===== src/rtl/decode_issue_if.sv =====
// rtl/decode_issue_if.sv - fetch handshake and EX operand/result bundle between fetch/ALU and decode_issue
interface decode_issue_if;
    logic        inst_valid;
    logic [15:0] inst;
    logic        inst_ready;
    logic [4:0]  op_dec;
    logic [7:0]  A;
    logic [7:0]  B;
    logic        ex_valid;
    logic [7:0]  ans_tmp;
    logic [3:0]  flag_ex;

    modport master (
        output inst_valid, inst, ans_tmp, flag_ex,
        input  inst_ready, op_dec, A, B, ex_valid
    );

    modport slave (
        input  inst_valid, inst, ans_tmp, flag_ex,
        output inst_ready, op_dec, A, B, ex_valid
    );
endinterface


===== src/rtl/decode_issue.sv =====
// rtl/decode_issue.sv - decode/issue stage: register file, operand bypass, flags, branch resolution
module decode_issue #(
    parameter logic [7:0] REG_RST = 8'h00
) (
    input  logic               clk,
    input  logic               rst,
    decode_issue_if.slave      bus,
    input  logic               ld_we,
    input  logic [2:0]         ld_addr,
    input  logic [7:0]         ld_data,
    output logic [3:0]         flags,
    output logic               branch_taken,
    output logic [7:0]         branch_target,
    output logic               halted
);

    localparam logic [4:0] OP_NOP  = 5'b11000;
    localparam logic [4:0] OP_JMP  = 5'b10000;
    localparam logic [4:0] OP_HALT = 5'b10001;

    typedef enum logic [1:0] {S_RUN, S_STALL, S_BRANCH, S_HALT} state_t;

    state_t      state_q, state_d;
    logic [7:0]  rf_q [8];
    logic [4:0]  op_q, op_d;
    logic [7:0]  a_q, a_d, b_q, b_d;
    logic        exv_q, exv_d;
    logic        exwe_q, exwe_d;
    logic [2:0]  rd_q, rd_d;
    logic [3:0]  flags_q;
    logic [4:0]  br_op_q, br_op_d;
    logic [7:0]  tgt_q, tgt_d;

    logic [4:0]  in_op;
    logic [2:0]  in_rd, in_rs;
    logic [7:0]  in_imm;
    logic [7:0]  opa, rs_val, opb;
    logic        ex_flag_op, hazard, accept;

    function automatic logic writes_rd(input logic [4:0] op);
        case (op) inside
            5'b00000, 5'b00001, 5'b00010, [5'b00100:5'b00111],
            5'b01000, 5'b01001, 5'b01010, [5'b01100:5'b01111],
            5'b10110, [5'b11001:5'b11011]: writes_rd = 1'b1;
            default:                       writes_rd = 1'b0;
        endcase
    endfunction

    assign in_op  = bus.inst[15:11];
    assign in_rd  = bus.inst[10:8];
    assign in_rs  = bus.inst[7:5];
    assign in_imm = bus.inst[7:0];

    // Conditional branches must see the flags of the op currently in EX.
    assign ex_flag_op = exv_q && (op_q[4:2] != 3'b111) && (op_q != OP_NOP);
    assign hazard     = (in_op[4:2] == 3'b111) && ex_flag_op;
    assign accept     = bus.inst_valid && bus.inst_ready;

    // Bypass priority: EX result over load data over the register file.
    always_comb begin
        opa = rf_q[in_rd];
        if (ld_we && ld_addr == in_rd) opa = ld_data;
        if (exv_q && exwe_q && rd_q == in_rd) opa = bus.ans_tmp;
        rs_val = rf_q[in_rs];
        if (ld_we && ld_addr == in_rs) rs_val = ld_data;
        if (exv_q && exwe_q && rd_q == in_rs) rs_val = bus.ans_tmp;
        opb = (in_op[4:3] == 2'b01) ? in_imm : rs_val;
    end

    always_comb begin
        state_d        = state_q;
        op_d           = OP_NOP;
        a_d            = 8'h00;
        b_d            = 8'h00;
        exv_d          = 1'b0;
        exwe_d         = 1'b0;
        rd_d           = 3'd0;
        br_op_d        = br_op_q;
        tgt_d          = tgt_q;
        bus.inst_ready = 1'b0;
        branch_taken   = 1'b0;
        case (state_q)
            S_RUN, S_STALL: begin
                bus.inst_ready = !hazard;
                if (accept) begin
                    if (in_op == OP_HALT) begin
                        state_d = S_HALT;
                    end else begin
                        op_d   = in_op;
                        a_d    = opa;
                        b_d    = opb;
                        exv_d  = 1'b1;
                        exwe_d = writes_rd(in_op);
                        rd_d   = in_rd;
                        if (in_op == OP_JMP || in_op[4:2] == 3'b111) begin
                            state_d = S_BRANCH;
                            br_op_d = in_op;
                            tgt_d   = in_imm;
                        end else begin
                            state_d = S_RUN;
                        end
                    end
                end else if (state_q == S_RUN && bus.inst_valid && hazard) begin
                    state_d = S_STALL;
                end else begin
                    state_d = S_RUN;
                end
            end
            S_BRANCH: begin
                branch_taken = (br_op_q == OP_JMP) || flags_q[br_op_q[1:0]];
                state_d      = S_RUN;
            end
            default: begin
                state_d = S_HALT;
            end
        endcase
    end

    always_ff @(posedge clk) begin
        if (rst) begin
            for (int i = 0; i < 8; i++) rf_q[i] <= REG_RST;
            state_q <= S_RUN;
            op_q    <= OP_NOP;
            a_q     <= 8'h00;
            b_q     <= 8'h00;
            exv_q   <= 1'b0;
            exwe_q  <= 1'b0;
            rd_q    <= 3'd0;
            flags_q <= 4'h0;
            br_op_q <= OP_NOP;
            tgt_q   <= 8'h00;
        end else begin
            if (ld_we) rf_q[ld_addr] <= ld_data;
            // Issued later so the EX write wins on a same-register collision.
            if (exv_q && exwe_q) rf_q[rd_q] <= bus.ans_tmp;
            if (ex_flag_op) flags_q <= bus.flag_ex;
            state_q <= state_d;
            op_q    <= op_d;
            a_q     <= a_d;
            b_q     <= b_d;
            exv_q   <= exv_d;
            exwe_q  <= exwe_d;
            rd_q    <= rd_d;
            br_op_q <= br_op_d;
            tgt_q   <= tgt_d;
        end
    end

    assign bus.op_dec    = op_q;
    assign bus.A         = a_q;
    assign bus.B         = b_q;
    assign bus.ex_valid  = exv_q;
    assign flags         = flags_q;
    assign branch_target = tgt_q;
    assign halted        = (state_q == S_HALT);

endmodule


===== src/flat_wrapper.sv =====
// flat-port wrapper written by rule: the top's interface ports become plain ports
module decode_issue_flat 
#(
    parameter logic [7:0] REG_RST = 8'h00
)
  (clk, rst, ld_we, ld_addr, ld_data, flags, branch_taken, branch_target, halted, bus_inst_valid, bus_inst, bus_ans_tmp, bus_flag_ex, bus_inst_ready, bus_op_dec, bus_A, bus_B, bus_ex_valid);
  decode_issue_if bus_i ();
  input  logic clk;
  input  logic rst;
  input  logic ld_we;
  input  logic [2:0] ld_addr;
  input  logic [7:0] ld_data;
  output logic [3:0] flags;
  output logic branch_taken;
  output logic [7:0] branch_target;
  output logic halted;
  input wire logic [$bits(bus_i.inst_valid)-1:0] bus_inst_valid;
  input wire logic [$bits(bus_i.inst)-1:0] bus_inst;
  input wire logic [$bits(bus_i.ans_tmp)-1:0] bus_ans_tmp;
  input wire logic [$bits(bus_i.flag_ex)-1:0] bus_flag_ex;
  output wire logic [$bits(bus_i.inst_ready)-1:0] bus_inst_ready;
  output wire logic [$bits(bus_i.op_dec)-1:0] bus_op_dec;
  output wire logic [$bits(bus_i.A)-1:0] bus_A;
  output wire logic [$bits(bus_i.B)-1:0] bus_B;
  output wire logic [$bits(bus_i.ex_valid)-1:0] bus_ex_valid;
  assign bus_i.inst_valid = bus_inst_valid;
  assign bus_i.inst = bus_inst;
  assign bus_i.ans_tmp = bus_ans_tmp;
  assign bus_i.flag_ex = bus_flag_ex;
  assign bus_inst_ready = bus_i.inst_ready;
  assign bus_op_dec = bus_i.op_dec;
  assign bus_A = bus_i.A;
  assign bus_B = bus_i.B;
  assign bus_ex_valid = bus_i.ex_valid;
  decode_issue #(.REG_RST(REG_RST)) u_core (.clk(clk), .rst(rst), .bus(bus_i), .ld_we(ld_we), .ld_addr(ld_addr), .ld_data(ld_data), .flags(flags), .branch_taken(branch_taken), .branch_target(branch_target), .halted(halted));
endmodule

===== config.mk =====
export PLATFORM = sky130hd
export DESIGN_NAME = decode_issue_flat
export DESIGN_NICKNAME = d
export VERILOG_FILES = /design/src/rtl/decode_issue_if.sv /design/src/rtl/decode_issue.sv /design/src/flat_wrapper.sv
export SDC_FILE = /design/constraint.sdc
export NUM_CORES = 1
export LEC_CHECK = 0
export BUFFER_PORTS_ARGS = -buffer_cell sky130_fd_sc_hd__buf_2
export CAP_MARGIN = 20
export CORE_ASPECT_RATIO = 1.1
export CORE_MARGIN = 1
export CORE_UTILIZATION = 39
export CTS_CLUSTER_DIAMETER = 120
export DETAILED_ROUTE_END_ITERATION = 7
export GPL_TIMING_DRIVEN = 0
export PLACE_DENSITY = 0.61
export SETUP_SLACK_MARGIN = 0.1
export SYNTH_ARGS = -nofsm -noshare
export SYNTH_HDL_FRONTEND = slang
export SYNTH_SLANG_ARGS = --single-unit

===== constraint.sdc =====
create_clock -name clk -period 2.12 [get_ports clk]
set_input_delay 0.212 -clock clk [delete_from_list [all_inputs] [get_ports clk]]
set_output_delay 0.212 -clock clk [all_outputs]
set_load 0.02 [all_outputs]

# [Yosys cells after proc, flatten, opt, wreduce, memory -nomap -nowiden]
# Memories as Yosys holds them, arrays and structs flattened. A register that Yosys moved wholly into a read port is not among the register bits.
# Index checks and enable logic that the tools add are counted.
[word_totals] n_memories=1 inputBits=43 output_inout_bits=37 latch_bits=0 romBits=0 word_cells=90 regBits=37 ram_bits=64
[classes] n_div=0 add_sub_neg=0 n_bitwise=3 shifts=0 multipliers=0 reduce_logical=24 mux=28 order_cmp=7 n_eq_ne=18
[mem_list] memory="u_core.rf_q" depth=8 width=8 rd=2 rd_clocked_by_memory_dff=1 write_ports=8 line="decode_issue.sv:24" rtl="logic [7:0] rf_q [8];"
[ops] operator="2-to-1 mux 8 bit" count=5
[ops] operator="equality test 5 bit, second input constant" count=4
[ops] operator="2-to-1 mux 1 bit" count=16
[ops] operator="OR reduction 8 bit" count=2
[ops] operator="equality test 5 x 4 -> 1 bit, second input constant" count=3
[ops] operator="logical AND 1 bit" count=12
[ops] operator="OR reduction 10 bit" count=1
[ops] operator="equality test 3 bit" count=2
[ops] operator="2-to-1 mux 2 bit" count=3
[ops] operator="2-to-1 mux 3 bit" count=2
[ops] operator="equality test 5 x 1 -> 1 bit, second input constant" count=1
[ops] operator="equality test 5 x 2 -> 1 bit, second input constant" count=1
[ops] operator="greater-or-equal comparator 5 x 3 -> 1 bit, second input constant" count=1
[ops] operator="greater-or-equal comparator 5 x 4 -> 1 bit, second input constant" count=1
[ops] operator="greater-or-equal comparator 5 bit, second input constant" count=1
[ops] operator="less-or-equal comparator 5 x 3 -> 1 bit, second input constant" count=1
[ops] operator="less-or-equal comparator 5 x 4 -> 1 bit, second input constant" count=1
[ops] operator="less-or-equal comparator 5 bit, second input constant" count=1
[ops] operator="logical NOT 5 bit" count=1
[ops] operator="!= test 5 bit, second input constant" count=1
[ops] operator="equality test 2 x 1 -> 1 bit, second input constant" count=2
[ops] operator="equality test 2 bit, second input constant" count=2
[ops] operator="one-hot mux 2 bit (2 select lines)" count=1
[ops] operator="AND reduction 4 bit" count=1
[ops] operator="11 further kinds" count=14

# [Logic depth before layout (Yosys ltp)]
# Gate-level depths: netlist of the first run.
[logic_depth] depth_word=9 mapped_depth=8 depth_no_buf=6

# [Worst setup path before layout of the first run]
# No wires, ideal clock.
[synth_path] kind="register to register" from="reg u_core.exv_q (netlist: u_core.bus.ex_valid)" to="reg u_core.a_q[2] (netlist: u_core.bus.A[2])" required_time_ns=2.017 path_buffers=3 path_slack_ns=-0.166 setup_time_ns=0.103 synth_period_minus_slack_ns=2.286 arrival_ns=2.183 stages_incl_launch_ff=9 path_cell_list="dfxtp_1 -> nand2_1 -> or2_0 -> buf_2 -> or4_4 -> buf_6 -> and2_4 -> buf_6 -> a2111oi_2"
[synth_between] elab_chain_len=8
[synth_lines] item="from (decl)" line="decode_issue.sv:27" rtl="logic exv_q, exv_d;"
[synth_lines] item="from (signal assigned)" line="decode_issue.sv:141" rtl="exv_q <= exv_d;"
[synth_lines] item="logical AND 1 bit (2 in a row)" line="decode_issue.sv:55" rtl="assign ex_flag_op = exv_q && (op_q[4:2] != 3'b111) && (op_q != OP_NOP);"
[synth_lines] item="logical AND 1 bit" line="decode_issue.sv:56" rtl="assign hazard = (in_op[4:2] == 3'b111) && ex_flag_op;"
[synth_lines] item="logical NOT 1 bit" line="decode_issue.sv:84" rtl="bus.inst_ready = !hazard;"
[synth_lines] item="2-to-1 mux 1 bit" line="decode_issue.sv:82" rtl="case (state_q)"
[synth_lines] item="logical AND 1 bit" line="decode_issue.sv:57" rtl="assign accept = bus.inst_valid && bus.inst_ready;"
[synth_lines] item="inverter 1 bit (no line)"
[synth_lines] item="OR reduction 4 bit (no line)"
[synth_lines] item="to (signal assigned)" line="decode_issue.sv:124" rtl="a_q <= 8'h00;"
[synth_lines] item="to (signal assigned)" line="decode_issue.sv:139" rtl="a_q <= a_d;"
[synth_lines] item="to (decl)" line="decode_issue.sv:26" rtl="logic [7:0] a_q, a_d, b_q, b_d;"
# No other way between the ends.
# A chain may end at the register's enable or synchronous reset.

# [Final worst setup path of the first run]
[layout_path] from="reg u_core.exv_q (netlist: u_core.bus.ex_valid)" to="reg u_core.a_q[5] (netlist: u_core.bus.A[5])"
# The elaborated chain is that of the path after synthesis.

==> results of run 1 <==
-- what timing repair did --
action	4_1_cts	5_1_grt
endpoints found under the setup margin	152	145
buffers inserted	3	8
resized for setup	31	26
hold endpoints to repair	0	0
pin swaps	5	7
-- cells by family after synthesis --
family                    after synthesis
and+or+nand+nor                       247
muxes                                  68
AOI/OAI and AO/OA                     110
DFF                                   109
buffers and inverters                  57
xor gates and xnor gates               12
-- worst min-delay path by stage --
stage,cells past startpoint,endpoint,slack (ps)
finish,3,u_core.flags[3],80
global route,3,u_core.flags[0],110
CTS,3,u_core.flags[3],80
detailed placement,2,u_core.br_op_q[4],420
global placement,2,u_core.br_op_q[4],420
floorplan,1,u_core.bus.op_dec[3],310
-- tightest hold or removal path: cells and delay by family --
family	cells	cell delay, ps
AND/OR/NAND/NOR	1	70
multiplexers	1	50
buffers and inverters	1	80
-- synth_stat cells (all sizes together) (3+ instances only) --
| cell type | instances |
|---|---|
| a21oi | 12 |
| nor4 | 6 |
| or2 | 3 |
| nand2b | 7 |
| clkbuf | 32 |
| nand2 | 138 |
| nand3 | 3 |
| inv | 3 |
| mux4 | 29 |
| dfxtp | 45 |
| o221ai | 7 |
| xor2 | 8 |
| a221oi | 6 |
| a2111oi | 8 |
| xnor2 | 4 |
| nor3 | 16 |
| and2 | 6 |
| nor2 | 42 |
| or3 | 9 |
| o21ai | 71 |
| edfxtp | 64 |
| buf | 22 |
| mux2i | 39 |
| nor2b | 7 |
-- per-stage QoR --
step           setup slack (ps)  hold WS (ps)  instance area [um2]
2_1_floorplan               106           313                 6020
5_1_grt                   -70.3           110                 7180
3_3_place_gp               -250           423                 6550
4_1_cts                   -68.0          83.6                 7050
6_report                  -18.9          84.7                 7180
3_5_place_dp               -343           425                 6550
-- cell type report --
cell class / instances / area share, %
plain buffers: 54 / 3.85
multi-input cells: 437 / 43.7
clock inverters: 4 / 0.505
clock buffers: 12 / 3.73
inverters: 3 / 0.157
repair buffers: 68 / 5.21
flip-flops and latches: 109 / 39.4
well taps: 196 / 3.42
-- sequential cells by signal, summed over array words and instances, names as in the netlist, named ones only --
register and flops:
u_core.state_q 1, u_core.rd_q 3, u_core.bus.ex_valid 1, u_core.rf_q 64, u_core.br_op_q 5, u_core.bus.op_dec 5, u_core.flags 4, u_core.branch_target 8
u_core.bus.A 8, u_core.bus.B 8, u_core.exwe_q 1
-- routing by layer --
metal,share of wire [%],track usage [%],up-vias
met2,44,36.4,285
met3,8.3,2.90,31
met1,43,33.5,2440
li1,-,-,2338
met5,0,0,-
met4,4.0,12.5,0
-- power groups by stage --
stage / Clock [mW] / Sequential (mW) / Combinational, mW
after floorplan: 0 / 2.45 / 0.394
after global placement: 0 / 2.44 / 0.635
after detailed placement: 0 / 2.44 / 0.641
after CTS: 1.72 / 2.40 / 0.675
after global routing: 1.79 / 2.40 / 0.732
final: 1.72 / 2.40 / 0.689
==> impl_metrics.env, run 1 <==
export IMPL_htreeDepth=3
export IMPL_grt_pass1_wl_mm=27.8
export IMPL_rr_worst_depth=8
export IMPL_grt_overflow=0
export IMPL_dp_hpwl_mm=13.9
export IMPL_worst_pin_slew_ps=877
export IMPL_p_int_mw=3.55
export IMPL_crit_chain="nand2_2 -> or2_0 -> buf_6 -> or4_4 -> buf_6 -> and2_4 -> buf_12 -> a2111oi_4"
export IMPL_hold_path_startpoint="bus_flag_ex[3]"
export IMPL_io_buffer_count=55
export IMPL_area_growth_pct=19.7
export IMPL_p_total_mw=4.81
export IMPL_netlist_instances=603
export IMPL_hold_path_class="in2reg"
export IMPL_synth_area_leaders="edfxtp_1, dfxtp_1, mux4_2"
export IMPL_synth_top_family_by_area="simple AND/OR/NAND/NOR gates"
export IMPL_via_count=5094
export IMPL_synth_cell_types=40
export IMPL_synth_compound_area_share_pct=11.6
export IMPL_fp_row_count=47
export IMPL_multiInputGateArea_um2=3140
export IMPL_seqCellArea_um2=2830
export IMPL_leakagePower_nw=2.70
export IMPL_coreArea_um2=15100
export IMPL_cap_violations=0
export IMPL_ios=80
export IMPL_drt_iter0_markers=571
export IMPL_cp_max_fo=8
export IMPL_synthFlopType="edfxtp_1"
export IMPL_antenna_found_initial=0
export IMPL_setup_viol=2
export IMPL_cp_top_family="simple AND/OR/NAND/NOR gates"
export IMPL_synth_edf_count=64
export IMPL_place_inst=855
export IMPL_r2r_end="u_core.bus.A[5]"
export IMPL_synth_seq_cells=109
export IMPL_crit_path_end_kind="flop"
export IMPL_num_antenna_cells=0
export IMPL_power_frac_clock_pct=35.7
export IMPL_worst_setup_path_start_kind="flop"
export IMPL_clock_latency_ps=370
export IMPL_routed_wl_mm=18.8
export IMPL_first_pass_iters=5
export IMPL_drt_antenna_violating_nets=0
export IMPL_hold_buffers=0
export IMPL_mostFrequentLayoutCells="nand2_1, o21ai_0, edfxtp_1, buf_2, dfxtp_1"
export IMPL_crit_cells=8
export IMPL_synth_top_area_cell="edfxtp_1"
export IMPL_layout_nets=725
export IMPL_final_common_cell="nand2_1"
export IMPL_gp_congestion=1.06
export IMPL_setup_tns_ps=-28.7
export IMPL_synthXorXnorAreaFrac_pct=1.75
export IMPL_ctsLongestPathBuffers=2
export IMPL_cp_required_ps=2380
export IMPL_stdcell_count=883
export IMPL_setup_ws_ps=-18.9
export IMPL_synth_adder_area_share_pct=0
export IMPL_cp_data_arrival_time_ps=2400
export IMPL_violations="setup timing"
export IMPL_slowest_stage="or4_4"
export IMPL_synth_cell_area_um2=6000
export IMPL_track_usage_pct=24.0
export IMPL_switching_power_mw=1.25
export IMPL_synth_seq_area_share_pct=47.1
export IMPL_yosys_warnings=0
export IMPL_period_needed_ps=2140
export IMPL_synth_fp_nets=646
export IMPL_drive_gt1_share_pct=23.9
export IMPL_p_sw_share_pct=26.1
export IMPL_fmax_mhz=468
export IMPL_p_per_area_nw_per_um2=670
export IMPL_cts_buffers=9
export IMPL_dieArea_um2=15900
export IMPL_critPathMostFrequentCell="buf_6"
export IMPL_muxShareOfSynthArea_pct=17.4
export IMPL_drc=0
export IMPL_critPathLaunch="u_core.bus.ex_valid"
export IMPL_fillers=1391
export IMPL_cp_num_buf_inv=3
export IMPL_regToRegStartpoint="u_core.bus.ex_valid"
export IMPL_cts_sinks=109
export IMPL_synth_top_cell_area_share_pct=32.1
export IMPL_run_status="finished with violations"
export IMPL_synthArstFlopShare_pct=0
export IMPL_maxSlewViolCount=0
export IMPL_peakVddDrop_uv=368
export IMPL_first_global_vias=4788
export IMPL_finalHoldViolCount=0
export IMPL_period_share_pct=101
export IMPL_reg2reg_slack_ps=-20
export IMPL_cp_slowest_stage_delay_ps=480
export IMPL_avgSynthCellArea_um2=9.94
export IMPL_slew_headroom_pct=41.1
export IMPL_grt_max_degree=18
export IMPL_path_clk_slew_ps=70
export IMPL_path_class="reg2reg"
export IMPL_rsz0062_at_grt="true"
export IMPL_dieWidth_um=120
export IMPL_cts_tree="yes"
export IMPL_combPwrFrac_pct=14.3
export IMPL_seqPwrFrac_pct=49.9
export IMPL_initial_core_util_pct=39.8
export IMPL_worst_clock_skew_ps=10.6
export IMPL_die_y_um=132
export IMPL_route_detailed_wl_per_inst_um=21.3
export IMPL_cp_endpoint="u_core.bus.A[5]"
export IMPL_synthSimpleGateAreaFrac_pct=18.2
export IMPL_utilization_pct=47.7
export IMPL_cts_root_buf="clkbuf_16"
export IMPL_via_per_inst=5.77
Power figures use the tool's default switching activity.
==> run 2, diff against run 1 <==
Settings changed: CTS_CLUSTER_DIAMETER 120 to 30, SETUP_SLACK_MARGIN 0.1 to 0.5, SKIP_LAST_GASP set to 1.
==> run 2 against run 1 <==
The run now ends clean. Combinational power up 19%. Global-route usage up 1.6 points. Setup slack better by 94 ps. Register-to-register slack better by 90 ps. Sequential share of layout area down 5.5 points. Final cell count up 6.1%. Wire length up 9.3%. Via count up 8.1%. Clock skew down 3.2 ps. Utilization up 7.9 points. Power down 1.6%.
==> impl_metrics.env, run 2 (synthesis gave the netlist of run 1 again) <==
export IMPL_run_status="finished, final reports clean"
export IMPL_min_path_cells=3
export IMPL_num_antenna_cells=0
export IMPL_path_class="reg2reg"
export IMPL_route_detailed_wl_per_inst_um=21.9
export IMPL_worst_clock_skew_ps=7.43
export IMPL_final_common_cell="nand2_1"
export IMPL_rr_worst_depth=7
export IMPL_cap_violations=0
export IMPL_io_buffer_count=55
export IMPL_setup_ws_ps=75.4
export IMPL_cp_required_ps=2360
export IMPL_regMostFlops="u_core.rf_q"
export IMPL_dp_hpwl_mm=13.9
export IMPL_ctsLongestPathBuffers=2
export IMPL_rsz0062_at_grt="true"
export IMPL_first_global_vias=5122
export IMPL_postLayoutCellArea_um2=8370
export IMPL_mostFrequentLayoutCells="nand2_1, edfxtp_1, buf_2, buf_6, mux2i_1"
export IMPL_drive_gt1_share_pct=44.4
export IMPL_routed_wl_mm=20.6
export IMPL_placed_area_um2=6580
export IMPL_hold_path_startpoint="bus_flag_ex[0]"
export IMPL_grt_overflow=0
export IMPL_finalHoldViolCount=0
export IMPL_htreeDepth=3
export IMPL_drc=0
export IMPL_hold_buffers=0
export IMPL_via_per_inst=5.88
export IMPL_cts_buffers=9
export IMPL_cts_tree="yes"
export IMPL_maxSlewViolCount=0
export IMPL_hold_path_class="in2reg"
export IMPL_area_growth_pct=39.5
export IMPL_regToRegStartpoint="u_core.rd_q[1]"
export IMPL_first_pass_iters=5
export IMPL_layout_nets=780
export IMPL_cp_data_arrival_time_ps=2290
export IMPL_slew_headroom_pct=28.3
export IMPL_largest_register_ffs=64
export IMPL_p_per_area_nw_per_um2=565
export IMPL_dp_slack_ps=-278
export IMPL_path_clk_slew_ps=70
export IMPL_period_needed_ps=2040
export IMPL_grt_pass1_wl_mm=29.7
export IMPL_via_count=5506
export IMPL_holdPathEnd="u_core.flags[0]"
export IMPL_coreArea_um2=15100
export IMPL_drt_iter0_markers=535
export IMPL_track_usage_pct=25.5
export IMPL_seqCellArea_um2=2840
export IMPL_setup_tns_ps=0
export IMPL_leakagePower_nw=3.28
export IMPL_worst_pin_slew_ps=1080
export IMPL_multiInputGateArea_um2=3670
export IMPL_peakVddDrop_uv=358
export IMPL_crit_path_end_kind="flop"
export IMPL_dieArea_um2=15900
export IMPL_cts_root_buf="clkbuf_16"
export IMPL_ios=80
export IMPL_dieWidth_um=120
export IMPL_die_y_um=132
export IMPL_gp_congestion=0.974
export IMPL_drt_antenna_violating_nets=0
export IMPL_setup_viol=0
export IMPL_antenna_found_initial=0
export IMPL_fp_row_count=47
export IMPL_grt_max_degree=16
export IMPL_initial_core_util_pct=39.8
export IMPL_p_total_mw=4.73
export IMPL_cts_sinks=109
export IMPL_timing_hold_ws_ps=96.6
export IMPL_period_share_pct=96.4
export IMPL_fillers=1257
export IMPL_fmax_mhz=489
export IMPL_cp_max_fo=8
export IMPL_worst_setup_path_start_kind="flop"
export IMPL_clock_latency_ps=360
export IMPL_reg2reg_slack_ps=80
export IMPL_r2r_end="u_core.bus.A[4]"
## run 2: cell types whose count changed in the layout (fill, tap and decap cells not counted), sizes merged
cell / before / now
clkinvlp: 0 / 1
bufinv: 1 / 0
clkbuf: 45 / 33
clkinv: 3 / 2
buf: 89 / 155
nor2: 42 / 43
## run 2: power by group
part           switching (mW)  internal (mW)
combinational           0.490          0.333
clock                   0.722          0.783
sequential             0.0642           2.34
## run 2: metal layers
metal	track usage, %	up-vias	wire [um]
met3	3.46	48	1860
met2	40.4	328	9700
met1	34.8	2687	8190
li1	-	2443	-
met5	0	-	0
met4	11.6	0	812
## run 2: worst max path at each step
stage	start	to	slack (ps)	cells after the start
CTS	u_core.rd_q[1]	u_core.bus.A[4]	60	7
global placement	u_core.bus.ex_valid	u_core.rf_q[0][6]	-240	6
detailed placement	bus_inst[8]	u_core.bus.A[4]	-280	8
floorplan	u_core.bus.ex_valid	u_core.bus.A[0]	140	8
global route	u_core.exwe_q	u_core.bus.A[4]	10	8
finish	u_core.rd_q[1]	u_core.bus.A[4]	80	7
## run 2: timing repair
| action | CTS | global route |
|---|---|---|
| endpoints found under the setup margin | 171 | 170 |
| gates resized for setup | 151 | 166 |
| endpoints found under the hold margin | 0 | 0 |
| setup buffers | 34 | 23 |
| pin swaps | 24 | 26 |
| cloned | 3 | 7 |
## run 2: cell type report
cell class                 instances  area share (%)
tap                              196            2.93
clock inverter                     3           0.164
clock buffer                      12            2.83
buffer                            54            4.73
sequential                       109            33.9
timing repair buffer             122            11.4
multi-input combinational        438            43.9
inverter                           3           0.164
## run 2: through the flow
step / utilization, % / std cells
5_1_grt: 55.6 / 937
3_3_place_gp: 43.7 / 854
2_1_floorplan: - / 603
4_1_cts: 51.4 / 907
3_5_place_dp: 43.7 / 855
6_report: 55.6 / 937
## run 2: critical path, cell delays in order, from the launching register on
cell       delay [ps]
dfxtp_2           310
clkbuf_8          140
xor2_4            180
or4_4             530
buf_6             130
and2_4            150
buf_12            150
a2111oi_4         330
==> run 3, diff against run 2 <==
Settings changed: SETUP_SLACK_MARGIN 0.5 to not set.
==> run 3 against run 2 <==
Combinational power shrank 19%. Count of clock-buffer cells in the layout shrank 1. Sequential share of layout area grew 6.6 points. Flip-flop and latch count is the same. First-iteration DRC count shrank 21%. Register-to-register slack lost 20 ps. Clock power grew 11%. Via count shrank 7.3%. Non-clock buffer count shrank 64. Highest routed layer unchanged.
==> impl_metrics.env, run 3 (synthesis gave the netlist of run 1 again) <==
export IMPL_run_status="finished, final reports clean"
export IMPL_routed_wl_mm=18.5
export IMPL_drt_iter0_markers=425
export IMPL_worst_clock_skew_ps=9.23
export IMPL_drt_antenna_violating_nets=0
export IMPL_cp_max_fo=8
export IMPL_fillers=1383
export IMPL_layout_nets=715
export IMPL_die_y_um=132
export IMPL_num_antenna_cells=0
export IMPL_route_detailed_wl_per_inst_um=21.2
export IMPL_grt_pass1_wl_mm=27.1
export IMPL_timing_hold_ws_ps=92.5
export IMPL_leakagePower_nw=2.60
export IMPL_crit_path_end_kind="flop"
export IMPL_fmax_mhz=484
export IMPL_p_per_area_nw_per_um2=678
export IMPL_via_per_inst=5.85
export IMPL_maxSlewViolCount=0
export IMPL_cp_required_ps=2370
export IMPL_cts_root_buf="clkbuf_16"
export IMPL_dieArea_um2=15900
export IMPL_hold_path_class="in2reg"
export IMPL_cts_buffers=9
export IMPL_regMostFlops="u_core.rf_q"
export IMPL_period_share_pct=97.5
export IMPL_via_count=5104
export IMPL_grt_overflow=0
export IMPL_fp_row_count=47
export IMPL_peakVddDrop_uv=336
export IMPL_cts_sinks=109
export IMPL_ios=80
export IMPL_period_needed_ps=2070
export IMPL_slew_headroom_pct=36.2
export IMPL_worst_pin_slew_ps=957
export IMPL_setup_ws_ps=53.3
export IMPL_grt_max_degree=17
export IMPL_cap_violations=0
export IMPL_largest_register_ffs=64
export IMPL_coreArea_um2=15100
export IMPL_first_global_vias=4703
export IMPL_track_usage_pct=23.3
export IMPL_path_clk_slew_ps=70
export IMPL_antenna_found_initial=0
export IMPL_drive_gt1_share_pct=21.3
export IMPL_cts_tree="yes"
export IMPL_path_class="reg2reg"
export IMPL_htreeDepth=3
export IMPL_clock_latency_ps=370
export IMPL_final_common_cell="nand2_1"
export IMPL_first_pass_iters=6
export IMPL_dp_hpwl_mm=13.8
export IMPL_io_buffer_count=55
export IMPL_worst_setup_path_start_kind="flop"
export IMPL_dp_slack_ps=-417
export IMPL_dieWidth_um=120
export IMPL_initial_core_util_pct=39.8
export IMPL_mostFrequentLayoutCells="nand2_1, o21ai_0, edfxtp_1, buf_2, dfxtp_1"
export IMPL_drc=0
export IMPL_cp_data_arrival_time_ps=2320
export IMPL_ctsLongestPathBuffers=2
export IMPL_rsz0062_at_grt="true"
export IMPL_gp_congestion=1.03
export IMPL_area_growth_pct=16.8
export IMPL_setup_viol=0
export IMPL_finalHoldViolCount=0
-- run 3: report_power, final --
part / internal (mW) / switching, mW / leakage [nW]
sequential: 2.34 / 0.0703 / 1.03
clock: 0.909 / 0.768 / 0.137
combinational: 0.249 / 0.414 / 1.43
-- run 3: cell type report --
type                    instances  area (um2)  area share (%)
multi-input cells             437        3090            44.1
flip-flops and latches        109        2830            40.4
well taps                     196         245            3.50
plain buffers                  50         218            3.11
inverters                       3        11.3           0.161
clock buffers                  11         233            3.32
clock inverters                 5        51.3           0.733
repair buffers                 62         323            4.61
-- run 3: critical path: stages (launching register included) --
cell and delay [ps]:
dfxtp_4 350, nand2_2 60, or2_0 210, buf_6 160
or4_4 530, and2_4 190, buf_8 150, a2111oi_2 310
-- run 3: worst paths after layout --
path                                           from           endpoint  slack, ps  depth (start not counted)
worst min-delay path                 bus_flag_ex[2]    u_core.flags[2]         90                          3
worst max register to register  u_core.bus.ex_valid    u_core.bus.A[3]         50                          7
worst min register to register    u_core.br_op_q[4]  u_core.br_op_q[4]        450                          2
worst max-delay path            u_core.bus.ex_valid    u_core.bus.A[3]         50                          7
-- run 3: repair_timing --
action	in CTS	in global routing
hold buffers	0	0
cloned	0	0
buffers inserted	2	3
pin swaps	2	3
gates resized for setup	8	23
setup endpoints to repair	114	115
-- run 3: stage by stage --
stage / util (%) / instances / total power, mW / instance area [um2] / TNS, ps
after floorplan: - / 603 / 2.84 / 6020 / 0
after detailed placement: 43.4 / 854 / 3.08 / 6540 / -16140
final: 46.5 / 873 / 4.75 / 7000 / 0
after CTS: 45.5 / 868 / 4.72 / 6850 / -115
after global placement: 43.4 / 854 / 3.07 / 6540 / -9820
after global routing: 46.5 / 873 / 4.87 / 7000 / -153
-- run 3: metal layers --
layer  track usage (%)  part of all wire (%)  up-vias
met5                 0                     0        -
met2              33.6                    42      327
met3              3.98                   9.9       50
li1                  -                     -     2313
met4              15.4                   5.8        0
met1              32.1                    42     2414
